`src/rtl/led_count_7seg_scan.sv`:
```
// led_count_7seg_scan
// Converts an 8-bit binary count to three BCD digits with a sequential
// double-dabble engine (one shift step per clock), holds the result in a
// display register and scans it onto a 3-digit common-anode 7-segment
// display with optional leading-zero blanking.
module led_count_7seg_scan #(
  parameter int SCAN_DIV      = 50000,
  parameter bit BLANK_LEADING = 1'b1
) (
  input  logic        clk,
  input  logic        rst_n,
  input  logic [7:0]  value,
  input  logic        load,
  output logic        busy,
  output logic        done,
  output logic [11:0] bcd,
  output logic [6:0]  seg,
  output logic [2:0]  an
);

  // Prescaler width; a divide of 1 still needs a 1-bit counter.
  localparam int PW = (SCAN_DIV > 1) ? $clog2(SCAN_DIV) : 1;
  localparam logic [PW-1:0] PRESC_LAST = PW'(SCAN_DIV - 1);

  typedef enum logic [1:0] {
    IDLE  = 2'd0,
    SHIFT = 2'd1,
    DONE  = 2'd2
  } state_t;

  // ---------------------------------------------------------------------
  // Converter state
  // ---------------------------------------------------------------------
  state_t      state, state_next;
  logic [19:0] shift, shift_next;   // {hundreds, tens, units, binary}
  logic [19:0] shift_adj;           // shift with the +3 correction applied
  logic [19:0] shift_step;          // one complete double-dabble step
  logic [2:0]  step, step_next;
  logic        pending, pending_next;
  logic [7:0]  pend_val, pend_val_next;
  logic        busy_next;
  logic        done_next;
  logic [11:0] bcd_next;

  // All three BCD nibbles are corrected in parallel before the shift, so
  // each nibble sees its own pre-step value rather than a neighbour's
  // already-corrected one.
  assign shift_adj[7:0] = shift[7:0];
  for (genvar gi = 0; gi < 3; gi++) begin : g_adjust
    logic [3:0] nib;
    assign nib = shift[8 + 4*gi +: 4];
    assign shift_adj[8 + 4*gi +: 4] = (nib >= 4'd5) ? (nib + 4'd3) : nib;
  end

  // The MSB shifted out is always zero for inputs up to 255.
  assign shift_step = shift_adj << 1;

  // Converter state register and display register.
  always_ff @(posedge clk or negedge rst_n) begin
    if (!rst_n) begin
      state    <= IDLE;
      shift    <= 20'd0;
      step     <= 3'd0;
      pending  <= 1'b0;
      pend_val <= 8'd0;
      busy     <= 1'b0;
      done     <= 1'b0;
      bcd      <= 12'd0;
    end else begin
      state    <= state_next;
      shift    <= shift_next;
      step     <= step_next;
      pending  <= pending_next;
      pend_val <= pend_val_next;
      busy     <= busy_next;
      done     <= done_next;
      bcd      <= bcd_next;
    end
  end

  // Next-state logic for the conversion FSM, including the pending slot
  // that remembers only the most recent load seen while busy.
  always_comb begin
    state_next    = state;
    shift_next    = shift;
    step_next     = step;
    pending_next  = pending;
    pend_val_next = pend_val;
    busy_next     = busy;
    done_next     = 1'b0;
    bcd_next      = bcd;

    case (state)
      IDLE: begin
        if (load) begin
          shift_next = {12'd0, value};
          step_next  = 3'd0;
          state_next = SHIFT;
          busy_next  = 1'b1;
        end
      end

      SHIFT: begin
        shift_next = shift_step;
        if (step == 3'd7) begin
          state_next = DONE;
        end else begin
          step_next = step + 3'd1;
        end
        if (load) begin
          pending_next  = 1'b1;
          pend_val_next = value;
        end
      end

      DONE: begin
        bcd_next  = shift[19:8];
        done_next = 1'b1;
        // A load arriving in this very cycle is newer than anything held
        // in the pending slot, so it takes precedence.
        if (load || pending) begin
          shift_next   = {12'd0, (load ? value : pend_val)};
          step_next    = 3'd0;
          state_next   = SHIFT;
          pending_next = 1'b0;
          busy_next    = 1'b1;
        end else begin
          state_next = IDLE;
          busy_next  = 1'b0;
        end
      end

      default: begin
        state_next = IDLE;
        busy_next  = 1'b0;
      end
    endcase
  end

  // ---------------------------------------------------------------------
  // Display scan
  // ---------------------------------------------------------------------
  function automatic logic [6:0] seg7(input logic [3:0] d);
    logic [6:0] s;
    case (d)
      4'd0:    s = 7'h40;
      4'd1:    s = 7'h79;
      4'd2:    s = 7'h24;
      4'd3:    s = 7'h30;
      4'd4:    s = 7'h19;
      4'd5:    s = 7'h12;
      4'd6:    s = 7'h02;
      4'd7:    s = 7'h78;
      4'd8:    s = 7'h00;
      4'd9:    s = 7'h10;
      default: s = 7'h7F;
    endcase
    return s;
  endfunction

  logic [PW-1:0] presc;
  logic          tick;
  logic [1:0]    digit;
  logic [2:0]    digit_blank;
  logic [6:0]    digit_seg [3];
  logic [6:0]    cur_seg;
  logic [2:0]    cur_an;

  assign tick = (presc == PRESC_LAST);

  // Units are never blanked; tens only when hundreds is also zero.
  assign digit_blank[0] = 1'b0;
  assign digit_blank[1] = BLANK_LEADING && (bcd[11:4] == 8'd0);
  assign digit_blank[2] = BLANK_LEADING && (bcd[11:8] == 4'd0);

  // Segment pattern for each digit, derived only from the display register
  // so a half-converted value is never visible.
  for (genvar gi = 0; gi < 3; gi++) begin : g_digit
    assign digit_seg[gi] = digit_blank[gi] ? 7'h7F : seg7(bcd[4*gi +: 4]);
  end

  // Pattern and anode select for the digit about to be shown.
  always_comb begin
    cur_seg = 7'h7F;
    cur_an  = 3'b111;
    case (digit)
      2'd0: begin
        cur_seg = digit_seg[0];
        cur_an  = 3'b110;
      end
      2'd1: begin
        cur_seg = digit_seg[1];
        cur_an  = 3'b101;
      end
      2'd2: begin
        cur_seg = digit_seg[2];
        cur_an  = 3'b011;
      end
      default: begin
        cur_seg = 7'h7F;
        cur_an  = 3'b111;
      end
    endcase
  end

  // Prescaler and digit rotation; outputs are registered on each tick.
  always_ff @(posedge clk or negedge rst_n) begin
    if (!rst_n) begin
      presc <= '0;
      digit <= 2'd0;
      an    <= 3'b111;
      seg   <= 7'h7F;
    end else if (tick) begin
      presc <= '0;
      an    <= cur_an;
      seg   <= cur_seg;
      digit <= (digit == 2'd2) ? 2'd0 : (digit + 2'd1);
    end else begin
      presc <= presc + PW'(1);
    end
  end

endmodule
```
`config.mk`:
```
export PLATFORM = sky130hd
export DESIGN_NAME = led_count_7seg_scan
export DESIGN_NICKNAME = d
export VERILOG_FILES = /design/src/rtl/led_count_7seg_scan.sv
export SDC_FILE = /design/constraint.sdc
export NUM_CORES = 1
export LEC_CHECK = 0
export CORE_MARGIN = 3
export CORE_UTILIZATION = 54
export DETAILED_ROUTE_END_ITERATION = 10
export HOLD_SLACK_MARGIN = 0.03
export PLACE_DENSITY = 0.83
export REMOVE_ABC_BUFFERS = 1
export SYNTH_ARGS = -nofsm -noshare
export SYNTH_HDL_FRONTEND = slang
export SYNTH_SLANG_ARGS = --single-unit
```
`constraint.sdc`:
```
create_clock -name clk -period 4.3 [get_ports clk]
set_input_delay 0.645 -clock clk [delete_from_list [all_inputs] [get_ports clk]]
set_output_delay 0.645 -clock clk [all_outputs]
set_load 0.05 [all_outputs]
```
==> impl_metrics.py <==
metrics = {
    "clock_tree": {
        "cts_buffer_depth": 2,
        "cts_resized": 0,
        "cts_buffers": 9,
        "cts_sinks": 76,
        "htreeDepth": 3,
        "cts.clk_slew.worst_paths_ns": 0.08,
        "root_buffer": "clkbuf_8",
        "cts_setup_buffers": 0,
        "cts_tree": "yes",
        "insertion_delay_ns": 0.34,
        "postCtsHoldBufs": 0,
    },
    "layout": {
        "drive_gt1_frac": 0.116,
        "area_delta_synth_final_pct": 14.0,
        "final.fill_count": 660,
        "seqCellArea_sq_mm": 0.00191,
        "num_antenna_cells": 0,
        "layout.nets": 511,
        "multiInputGateArea_sq_mm": 0.00223,
    },
    "setup_path": {
        "startpoint_type": "flip-flop",
        "critPathKind": "reg2out",
        "cp_num_buf_inv": 1,
        "cp_slowest_stage_delay_ns": 0.89,
        "crit_family": "buffers and inverters",
        "timing.rr.start": "presc[13]$_DFF_PN0_",
        "critPathCaptureType": "primary output",
        "required_ns": 3.65,
        "crit_arrival_ns": 1.85,
        "worstPathMaxFanout": 13,
        "cp_slowest_cell": "clkdlybuf4s50_1",
        "rr_worst_depth": 5,
        "rrSetupSlack_ns": 1.98,
        "r2r_end": "an[2]$_DFFE_PN1N_",
        "crit_chain": "clkdlybuf4s50_1",
    },
    "pwr": {
        "p_leak_uw": 0.00208,
        "p_per_area_mw_per_mm2": 422,
        "ir_drop_mv": 0.306,
    },
    "die": {
        "rows": 32,
        "io-pin-count": 35,
        "die-height_um": 95.6,
        "die_x_um": 95.6,
        "dieArea_sq_mm": 0.00915,
        "start_util": 0.559,
        "core_sq_mm": 0.00777,
    },
    "drt": {
        "via_per_inst": 5.75,
        "drtPass1Iterations": 5,
        "drcViolationCount": 0,
        "num_vias": 3322,
        "first_iter_violations": 138,
        "drt_wl_total_um": 8460,
        "ant_nets": 0,
        "wl_per_cell_um": 14.6,
    },
    "yosys": {
        "synthXorXnorAreaFrac": 0.0424,
        "ys_seq_area_frac": 0.441,
        "yosysWarningCount": 0,
        "synth_edf_count": 0,
        "synth-simple-area-share": 0.137,
        "netlist_instances": 445,
        "synth_top_family_by_area": "compound AO/OA/AOI/OAI gates",
        "avgSynthCellArea_sq_um": 9.75,
        "synth_area_sq_mm": 0.00434,
        "synth_adder_area_share": 0.0836,
        "synth_cell_type_count": 49,
        "yosysTopAreaCell": "dfrtp_1",
        "ys_ff_latch": 76,
        "synth_compound_area_frac": 0.185,
        "muxShareOfSynthArea": 0.0663,
        "synth_top_area_share": 0.381,
        "synth_top_flop_cell": "dfrtp_1",
        "synthTopCellsByArea": "dfrtp_1, ha_1, dfstp_2",
        "async_flop_share": 1.00,
    },
    "placement": {
        "portBuffers": 34,
        "hpwlAfterDp_um": 5930,
        "gp_congestion": 0.800,
    },
    "global_route": {
        "antenna_found_initial": 0,
        "grtUsageTotal": 0.202,
        "grt_pass1_vias": 3142,
        "gr-total-overflow": 0,
        "grt_pass1_wl_um": 14500,
        "grt_max_degree": 77,
    },
    "timing": {
        "maxSlewHeadroom": 0.373,
        "setup_viol": 0,
        "finalHoldViolCount": 0,
        "fin_tns_setup_ns": 0,
        "rsz0062_at_grt": "false",
        "fin_crit_ns": 2.50,
        "slew_violations": 0,
        "fmaxAchievable_ghz": 0.401,
        "worstMarginPinSlew_ns": 0.937,
        "clock_skew_ns": 0.00844,
        "worst_hold_slack_ns": 0.433,
        "post-route-period-util": 0.580,
    },
    "run": {
        "max_cap_violations": 0,
    },
    "min_path": {
        "hp-class": "in2async",
    },
    "run_status": {
        "outcome": "completed",
    },
}
## cell type report
type                    count  area share
clock buffers              11      0.0286
inverters                  24      0.0182
clock inverters             5      0.0169
well taps                 102      0.0258
flip-flops and latches     76       0.387
repair buffers             37      0.0728
multi-input cells         323       0.451
## cell usage after synthesis, types with 6 or more instances
| cell | number |
|---|---|
| nand2b_1 | 7 |
| nand2_1 | 53 |
| ha_1 | 29 |
| dfrtp_1 | 66 |
| clkbuf_1 | 13 |
| dfstp_2 | 10 |
| xnor2_1 | 13 |
| a22oi_1 | 8 |
| xor2_1 | 8 |
| nor2_1 | 31 |
| o21ai_0 | 43 |
| nor3_1 | 7 |
| buf_2 | 6 |
| a21oi_1 | 17 |
| nor2b_1 | 6 |
| inv_1 | 24 |
| mux2_2 | 21 |
| a22o_1 | 11 |
| o21a_1 | 7 |
## layer usage
layer,wire (um),track usage,share of wire
met1,3800,0.253,0.45
met2,4230,0.338,0.50
met3,266,0.0481,0.031
met4,161,0.0758,0.019
met5,0,0,0
## sequential cells by signal, summed over array words and instances, names as in the netlist
name and cells:
shift 20, presc 16, bcd 12, pend_val 8
seg 7, an 3, step 3, digit 2
state 2, busy 1, done 1, pending 1
## where the power goes
part	internal [uW]	total, uW	switching [uW]
clock network	345	616	271
logic	240	569	329
registers	825	903	78.5
total	1410	2090	678
## kinds of logic (layout without fill, tap and decap cells)
kind of cell             count (synthesis)  count (layout)
AND/OR/NAND/NOR                        125             125
buffers and inverters                   46              77
adder cells (fa/ha/maj)                 29              29
multiplexers                            26              26
XOR/XNOR                                21              21
flip-flops                              76              76
AO/OA/AOI/OAI                          122             122
## per-stage QoR
| stage | std cells | area, sq um | worst slack (ns) | util | power (uW) |
|---|---|---|---|---|---|
| finish | 578 | 4950 | 1.80 | 0.637 | 2090 |
| global route | 578 | 4950 | 1.71 | 0.637 | 2220 |
| CTS | 578 | 4950 | 1.79 | 0.637 | 2110 |
| detailed placement | 562 | 4720 | 1.59 | 0.608 | 1490 |
| global placement | 562 | 4720 | 1.65 | 0.608 | 1450 |
| floorplan | 423 | 4230 | 2.02 | - | 1320 |
## how the worst max path moves through the flow
stage / startpoint / to / slack (ns) / cells after the start
2_1_floorplan: state[0]$_DFFE_PN0P_ / step[2]$_DFFE_PN0P_ / 2.02 / 7
3_3_place_gp: load / shift[19]$_DFFE_PN0P_ / 1.65 / 5
3_5_place_dp: load / shift[11]$_DFFE_PN0P_ / 1.59 / 5
4_1_cts: bcd[7]$_DFFE_PN0P_ / bcd[7] / 1.79 / 1
5_1_grt: state[0]$_DFFE_PN0P_ / step[2]$_DFFE_PN0P_ / 1.71 / 8
6_report: bcd[7]$_DFFE_PN0P_ / bcd[7] / 1.80 / 1
## layout by cell type, fill, tap and decap left out, types with 11 or more instances in the layout
cell type         n
a21oi_1          17
a22o_1           11
clkdlybuf4s50_1  33
dfrtp_1          66
ha_1             29
inv_1            24
mux2_2           21
nand2_1          53
nor2_1           31
o21ai_0          43
xnor2_1          13
Power figures use the tool's default switching activity.
